**config.mk**
```make
export PLATFORM = sky130hd
export DESIGN_NAME = pipe_stage_elastic
export DESIGN_NICKNAME = d
export VERILOG_FILES = /design/src/rtl/pipe_pkg.sv /design/src/rtl/pipe_stage_elastic_sat_counter.sv /design/src/rtl/pipe_stage_elastic.sv
export SDC_FILE = /design/constraint.sdc
export NUM_CORES = 1
export LEC_CHECK = 0
export BUFFER_PORTS_ARGS = -buffer_cell sky130_fd_sc_hd__buf_4
export CAP_MARGIN = 30
export CELL_PAD_IN_SITES_DETAIL_PLACEMENT = 1
export CELL_PAD_IN_SITES_GLOBAL_PLACEMENT = 2
export CORE_MARGIN = 2
export CORE_UTILIZATION = 34
export CTS_CLUSTER_DIAMETER = 60
export DETAILED_ROUTE_END_ITERATION = 8
export PLACE_DENSITY_LB_ADDON = 0.1
export SLEW_MARGIN = 20
export SYNTH_ARGS = -nofsm -noshare
export SYNTH_HDL_FRONTEND = slang
export SYNTH_SLANG_ARGS = --single-unit
```
**constraint.sdc**
```tcl
create_clock -name clk -period 6.35 [get_ports clk]
set_clock_uncertainty 0.15 [all_clocks]
set_input_delay 1.27 -clock clk [delete_from_list [all_inputs] [get_ports clk]]
set_output_delay 1.27 -clock clk [all_outputs]
set_load 0.02 [all_outputs]
```
**src/rtl/pipe_pkg.sv**
```systemverilog
// pipe_pkg: shared occupancy encodings and default payload/counter widths for elastic stages
package pipe_pkg;
  localparam int PIPE_DW = 32;
  localparam int PIPE_CW = 16;
  localparam int PIPE_CNT_W = 16;
  localparam logic [1:0] OCC_EMPTY = 2'd0;
  localparam logic [1:0] OCC_ONE = 2'd1;
  localparam logic [1:0] OCC_FULL = 2'd2;
endpackage

```
**src/rtl/pipe_stage_elastic_sat_counter.sv**
```systemverilog
// sat_counter: event counter that sticks at all-ones; clear wins over increment
module sat_counter #(
  parameter int CNT_W = 16
) (
  input  logic             clk,
  input  logic             rst,
  input  logic             inc,
  input  logic             clr,
  output logic [CNT_W-1:0] cnt
);
  always_ff @(posedge clk or posedge rst)
    if (rst) cnt <= '0;
    else if (clr) cnt <= '0;
    else if (inc && cnt != '1) cnt <= cnt + 1'b1;
endmodule

```
**src/rtl/pipe_stage_elastic.sv**
```systemverilog
// pipe_stage_elastic: valid/ready pipeline register with 2-entry skid buffer, hold, flush and
// saturating stall/bubble counters
module pipe_stage_elastic
  import pipe_pkg::*;
#(
  parameter int DW = PIPE_DW,
  parameter int CW = PIPE_CW,
  parameter bit FLUSH_CLR_DATA = 1'b1,
  parameter int CNT_W = PIPE_CNT_W
) (
  input  logic             clk,
  input  logic             rst,
  input  logic             in_valid,
  output logic             in_ready,
  input  logic [DW-1:0]    in_data,
  input  logic [CW-1:0]    in_ctrl,
  input  logic             hold,
  input  logic             flush,
  output logic             out_valid,
  input  logic             out_ready,
  output logic [DW-1:0]    out_data,
  output logic [CW-1:0]    out_ctrl,
  output logic [1:0]       occupancy,
  input  logic             cnt_clr,
  output logic [CNT_W-1:0] stall_cnt,
  output logic [CNT_W-1:0] bubble_cnt
);
  logic          main_valid, skid_valid, nmain_valid, nskid_valid;
  logic [DW-1:0] main_data, skid_data, nmain_data, nskid_data;
  logic [CW-1:0] main_ctrl, skid_ctrl, nmain_ctrl, nskid_ctrl;
  logic          accept, pop;
  assign in_ready = !skid_valid && !hold;
  assign accept = in_valid && in_ready;
  assign pop = main_valid && out_ready && !hold;
  assign out_valid = main_valid;
  assign out_data = main_data;
  assign out_ctrl = main_valid ? main_ctrl : '0;
  assign occupancy = skid_valid ? OCC_FULL : main_valid ? OCC_ONE : OCC_EMPTY;
  // skid is only ever filled while main is valid, so main alone decides EMPTY vs ONE
  always_comb begin
    nmain_valid = main_valid;
    nmain_data = main_data;
    nmain_ctrl = main_ctrl;
    nskid_valid = skid_valid;
    nskid_data = skid_data;
    nskid_ctrl = skid_ctrl;
    if (flush) begin
      nmain_valid = 1'b0;
      nskid_valid = 1'b0;
      nmain_ctrl = '0;
      nskid_ctrl = '0;
      nmain_data = FLUSH_CLR_DATA ? '0 : main_data;
      nskid_data = FLUSH_CLR_DATA ? '0 : skid_data;
    end else if (skid_valid) begin
      if (pop) begin
        nmain_data = skid_data;
        nmain_ctrl = skid_ctrl;
        nskid_valid = 1'b0;
        nskid_ctrl = '0;
      end
    end else if (accept && (!main_valid || pop)) begin
      nmain_valid = 1'b1;
      nmain_data = in_data;
      nmain_ctrl = in_ctrl;
    end else if (accept) begin
      nskid_valid = 1'b1;
      nskid_data = in_data;
      nskid_ctrl = in_ctrl;
    end else if (pop) begin
      nmain_valid = 1'b0;
      nmain_ctrl = '0;
    end
  end
  always_ff @(posedge clk or posedge rst)
    if (rst) begin
      main_valid <= 1'b0;
      main_data <= '0;
      main_ctrl <= '0;
      skid_valid <= 1'b0;
      skid_data <= '0;
      skid_ctrl <= '0;
    end else begin
      main_valid <= nmain_valid;
      main_data <= nmain_data;
      main_ctrl <= nmain_ctrl;
      skid_valid <= nskid_valid;
      skid_data <= nskid_data;
      skid_ctrl <= nskid_ctrl;
    end
  sat_counter #(.CNT_W(CNT_W)) u_stall (
    .clk(clk), .rst(rst), .inc(hold || (main_valid && !out_ready)), .clr(cnt_clr), .cnt(stall_cnt)
  );
  sat_counter #(.CNT_W(CNT_W)) u_bubble (
    .clk(clk), .rst(rst), .inc(!main_valid), .clr(cnt_clr), .cnt(bubble_cnt)
  );
endmodule
```
==> flow_summary.toml, run 1 <==
[worst_setup_path]
crit_path_start = "skid_valid"
crit_path_end_kind = "output port"
path_buf_inv = 2
slowest_delay_ps = 720
critPathKind = "flop to output port"
worst_path_most_repeated_cell = "buf_4"
arrival_ps = 2100
crit_chain = "buf_4 > nor2_1 > buf_4"
critPathSlowestCell = "buf_4"
cp.required_ps = 4930
crit_path_max_fanout = 64
worstReg2RegEnd = "u_stall.cnt[14]"
cp-endpoint = "occupancy[0]"
cp_top_family = "buffers and inverters"
critical_path_depth = 3
crit_path_start_kind = "flop"
r2r_slack_ps = 3210
rr_startpoint = "out_valid"
reg2reg_depth = 4

[timing]
post-route-period-util_pct = 55.4
max_freq_mhz = 284
finalSetupViolCount = 0
relSlewSlack_pct = 39.5
rsz0062_at_grt = "no"
fin_crit_ps = 3520
slew_viol_final = 0
tightest_slew_ps = 896
fin_tns_setup_ps = 0
final_hold_viol_count = 0

[synthesis]
yosys.area_share.simple_pct = 19.8
synth.net_count = 727
synth_commonest_cells = "dfrtp_1, nand2_1, a21oi_1"
ys_ff_latch = 130
syn_inst = 670
synth_compound_area_share_pct = 13.9
ys_warn_count = 0
yosys-top-cells-area = "dfrtp_1, mux2i_1, nand2_1"
synth_top_family_by_area = "simple AND/OR/NAND/NOR gates"
synth_ff_type = "dfrtp_1"
postSynth.asyncResetShare_pct = 100
ys_types = 45
avgSynthCellArea_um2 = 9.85
synth_top_area_share_pct = 49.3
synth_edf_count = 0
synth_area_mm2 = 0.00660
synth.area.mux_share_pct = 12.2
ys_seq_area_share_pct = 49.3
synth-xor-area-share_pct = 0
yosysMostFrequentCell = "dfrtp_1"
synth_area_leader_cell = "dfrtp_1"
synth-adder-area-share_pct = 0.379

[floorplanning]
die_w_um = 143
initial_core_util_pct = 34.9
die-area_mm2 = 0.0205
rows = 50
die_y_um = 143
boundaryPins = 139
core_mm2 = 0.0189

[cts]
cts-root-buf = "clkbuf_16"
cts-resized-gates = 0
tritoncts = "done"
clk_latency_ps = 410
clkSinkCount = 130
clockBufferDepth = 2
h-tree-depth = 4
clk_pin_slew_ps = 60
cts-hold-fix-buffers = 0
post-cts-setup-buffer-count = 0
cts_buffers = 17

[placed_design]
gp_congestion = 0.782
numPortBuffers = 138
hpwlAfterDp_mm = 12.3

[pwr]
leakagePower_nw = 3.74
vdd_ir_drop_max_mv = 0.193
p_per_area_mw_per_mm2 = 252
power.total_mw = 2.14

[finish]
syn_to_final_growth_pct = 28.7
drive_above_1_share_pct = 26.8
insertedDiodeCount = 0
finalNetCount = 845
final.fill_count = 2138

[global_route]
grt_pass1_vias = 5820
grt_use_total_pct = 18.9
antenna_found_initial = 0
grt_max_degree = 87
grt_pass1_wl_mm = 30.7
grt_remaining_overflow = 0

[routing]
drc = 0
vias_per_cell = 5.26
antenna_left = 0
first_pass_iters = 4
drtIter0Drc = 211
routedWlPerCell_um = 17.8
via_count = 5583
totalWireLength_mm = 18.8

[run]
maxCapViolCount = 0

[run_status]
status = "complete, no violations"

[min_path]
hold_path.class = "flop to flop"
==> report_power, final <==
part / switching (mW) / internal, mW
combinational: 0.146 / 0.104
sequential: 0.0295 / 0.867
clock: 0.387 / 0.610
total: 0.563 / 1.58
==> cells by family (layout without fill, tap and decap cells) <==
kind of cell	count (synthesis)	count (layout)
flops	130	130
fa+ha+maj	2	2
buf+inv	72	203
mux	77	77
simple gates	251	251
compound gates	138	138
==> worst min path at each step <==
stage                         endpoint  slack, ps    startpoint  cells past startpoint
after global placement     out_data[2]        310   out_data[2]                      2
after CTS                 out_data[11]        340  out_data[11]                      2
after global routing      out_data[17]        360  out_data[17]                      2
final                     out_data[11]        330  out_data[11]                      2
after floorplan           main_ctrl[0]        320  main_ctrl[0]                      1
after detailed placement  out_data[11]        320  out_data[11]                      2
==> registers in the layout (all words and copies together) (netlist names) <==
signal        cells
out_data         32
skid_valid        1
u_bubble.cnt     16
skid_data        32
skid_ctrl        16
out_valid         1
u_stall.cnt      16
main_ctrl        16
==> cell type report <==
type	count	area (um2)	area share [%]
well taps	260	325	3.83
flip-flops and latches	130	3260	38.3
inverters	23	88.8	1.05
repair buffers	148	1150	13.5
clock inverters	12	131	1.55
multi-input cells	468	3080	36.2
clock buffers	20	467	5.49
==> through the flow <==
stage / worst slack (ps) / cell area [um2] / hold slack, ps / cells / utilization (%)
floorplan: 1460 / 6600 / 321 / 670 / -
global placement: 2790 / 7820 / 312 / 1025 / 41.4
detailed placement: 2780 / 7840 / 321 / 1026 / 41.5
CTS: 2810 / 8430 / 336 / 1058 / 44.6
global route: 2710 / 8490 / 362 / 1061 / 45.0
finish: 2830 / 8490 / 327 / 1061 / 45.0
==> placed cells by master (no fill, tap or decap), types with 4 or more instances in the layout <==
cell | synthesis | final
mux2i_1 | 50 | 50
a311oi_1 | 4 | 4
mux2_2 | 26 | 26
nor2_1 | 39 | 39
nor3_1 | 7 | 7
a21oi_1 | 52 | 52
inv_1 | 22 | 21
nand2b_1 | 7 | 7
nor2b_1 | 10 | 10
a32oi_1 | 16 | 16
or3_1 | 8 | 8
and2_1 | 16 | 17
clkinvlp_4 | 0 | 4
nand3_1 | 11 | 11
o31ai_1 | 41 | 41
buf_4 | 2 | 145
dfrtp_1 | 130 | 129
clkbuf_16 | 0 | 17
or4_1 | 7 | 7
nand2_1 | 97 | 97
o21ai_0 | 9 | 9
nand4_1 | 5 | 5
nand3b_1 | 31 | 31
==> routing by layer <==
| layer | up-vias | part of all wire (%) | GRT usage (%) |
|---|---|---|---|
| met5 | - | 0 | 0 |
| met4 | 0 | 1.3 | 5.88 |
| met3 | 20 | 3.7 | 3.33 |
| met2 | 104 | 49 | 32.2 |
| met1 | 2841 | 46 | 24.7 |
| li1 | 2618 | - | - |
==> worst min-delay path, delay by kind of cell, from the launching register on <==
family             cells  cell delay, ps
DFF                    1             340
and+or+nand+nor        1              50
AOI/OAI and AO/OA      1              50
Note: power is estimated with default switching activity, not from simulation.
==> inputs of run 2 (changes only) <==
Settings changed: CORE_UTILIZATION 34 to 31.
Clock period 6.35 ns to 3 ns, I/O delays scaled along.
==> flow_summary.toml, run 2 (synthesized netlist as in run 1, its figures left out) <==
[pwr]
pwr-share-comb_pct = 11.7
internal-power_mw = 3.37
power.share.sequential_pct = 41.4
p_sw_mw = 1.22
vdd_ir_drop_max_mv = 0.366
clkPwrFrac_pct = 46.9
leakagePower_nw = 3.76
netSwitchingFraction_pct = 26.5
p_per_area_mw_per_mm2 = 538

[finish]
drive_above_1_share_pct = 27.2
finalNetCount = 850
syn_to_final_growth_pct = 29.3
final_util_pct = 40.7
most-common-layout-cells = "buf_4, dfrtp_1, nand2_1"
final.fill_count = 2413
insertedDiodeCount = 0
mostFrequentLayoutCell = "buf_4"

[routing]
drtIter0Drc = 269
totalWireLength_mm = 19.6
first_pass_iters = 6
antenna_left = 0
vias_per_cell = 5.19
via_count = 5600
drc = 0
routedWlPerCell_um = 18.1

[worst_setup_path]
crit_path_end_kind = "output port"
critPathKind = "flop to output port"
crit_path_start_kind = "flop"
arrival_ps = 1630
crit_path_max_fanout = 39
cp.required_ps = 2250

[timing]
holdWs_ps = 7.41
tightest_slew_ps = 816
post-route-period-util_pct = 79.3
finalSetupViolCount = 0
slew_viol_final = 0
relSlewSlack_pct = 45.2
fin_tns_setup_ps = 0
max_freq_mhz = 421
rsz0062_at_grt = "no"
finalWorstSetupSlack_ps = 622
final_hold_viol_count = 0
fin_crit_ps = 2380

[floorplanning]
boundaryPins = 139
rows = 53
die_y_um = 150
core_mm2 = 0.0210
die_w_um = 150
die-area_mm2 = 0.0225
initial_core_util_pct = 31.5

[cts]
tritoncts = "done"
post-cts-setup-buffer-count = 0
cts-resized-gates = 0
cts-hold-fix-buffers = 0
clkSinkCount = 130
cts-root-buf = "clkbuf_16"
h-tree-depth = 4
cts_buffers = 17
clk_latency_ps = 430
clockBufferDepth = 2
clk_pin_slew_ps = 60

[placed_design]
gp_congestion = 0.773
hpwlAfterDp_mm = 13.0
numPortBuffers = 138
dp_slack_ps = 630

[global_route]
grt_max_degree = 73
antenna_found_initial = 0
grt_use_total_pct = 18.0
grt_pass1_wl_mm = 31.7
grt_remaining_overflow = 0
grt_pass1_vias = 5752

[min_path]
hold_path.class = "primary input to asynchronous set/reset pin"

[run_status]
status = "complete, no violations"

[run]
maxCapViolCount = 0
run 2: per-stage QoR:
stage               std cells  power [mW]  cell area (um2)
detailed placement       1049        2.48             7930
CTS                      1080        4.66             8530
global placement         1048        2.46             7920
finish                   1080        4.59             8530
global route             1080        4.79             8530
floorplan                 670        2.22             6600
run 2: power by group through the flow:
stage | clock network (mW) | registers, mW | logic, mW
after floorplan | 0 | 1.97 | 0.250
after global placement | 0 | 1.93 | 0.531
after detailed placement | 0 | 1.93 | 0.547
after CTS | 2.21 | 1.90 | 0.549
after global routing | 2.29 | 1.91 | 0.591
final | 2.15 | 1.90 | 0.537
run 2: worst max-delay path, stage by stage, from the launching register on:
cell and delay (ps):
dfrtp_4 500, buf_4 470, buf_4 240
run 2: layout make-up:
type                            count  area, um2  area share (%)
Tap cell                          275        344            4.03
Clock inverter                     14        179            2.10
Multi-Input combinational cell    468       3060            35.9
Sequential cell                   130       3260            38.2
Inverter                           23       90.1            1.06
Clock buffer                       17        425            4.99
Timing Repair Buffer              153       1170            13.8
run 2: path summary, 6_finish.rpt:
path | from | endpoint | slack (ps) | cells after the start
max | skid_valid | occupancy[1] | 620 | 2
min reg2reg | out_data[13] | out_data[13] | 330 | 2
max in group asynchronous | rst | skid_valid | 1980 | 3
min | rst | u_bubble.cnt[14] | 7 | 2
min in group clk | out_ready | skid_valid | 260 | 2
max reg2reg | u_stall.cnt[8] | u_stall.cnt[0] | 790 | 4
run 2: layer usage:
layer / part of all wire, % / wire length, um / global-route usage, %
met5: 0 / 0 / 0
met4: 1.1 / 213 / 5.33
met3: 3.7 / 730 / 3.35
met2: 47 / 9140 / 27.8
met1: 48 / 9490 / 25.7
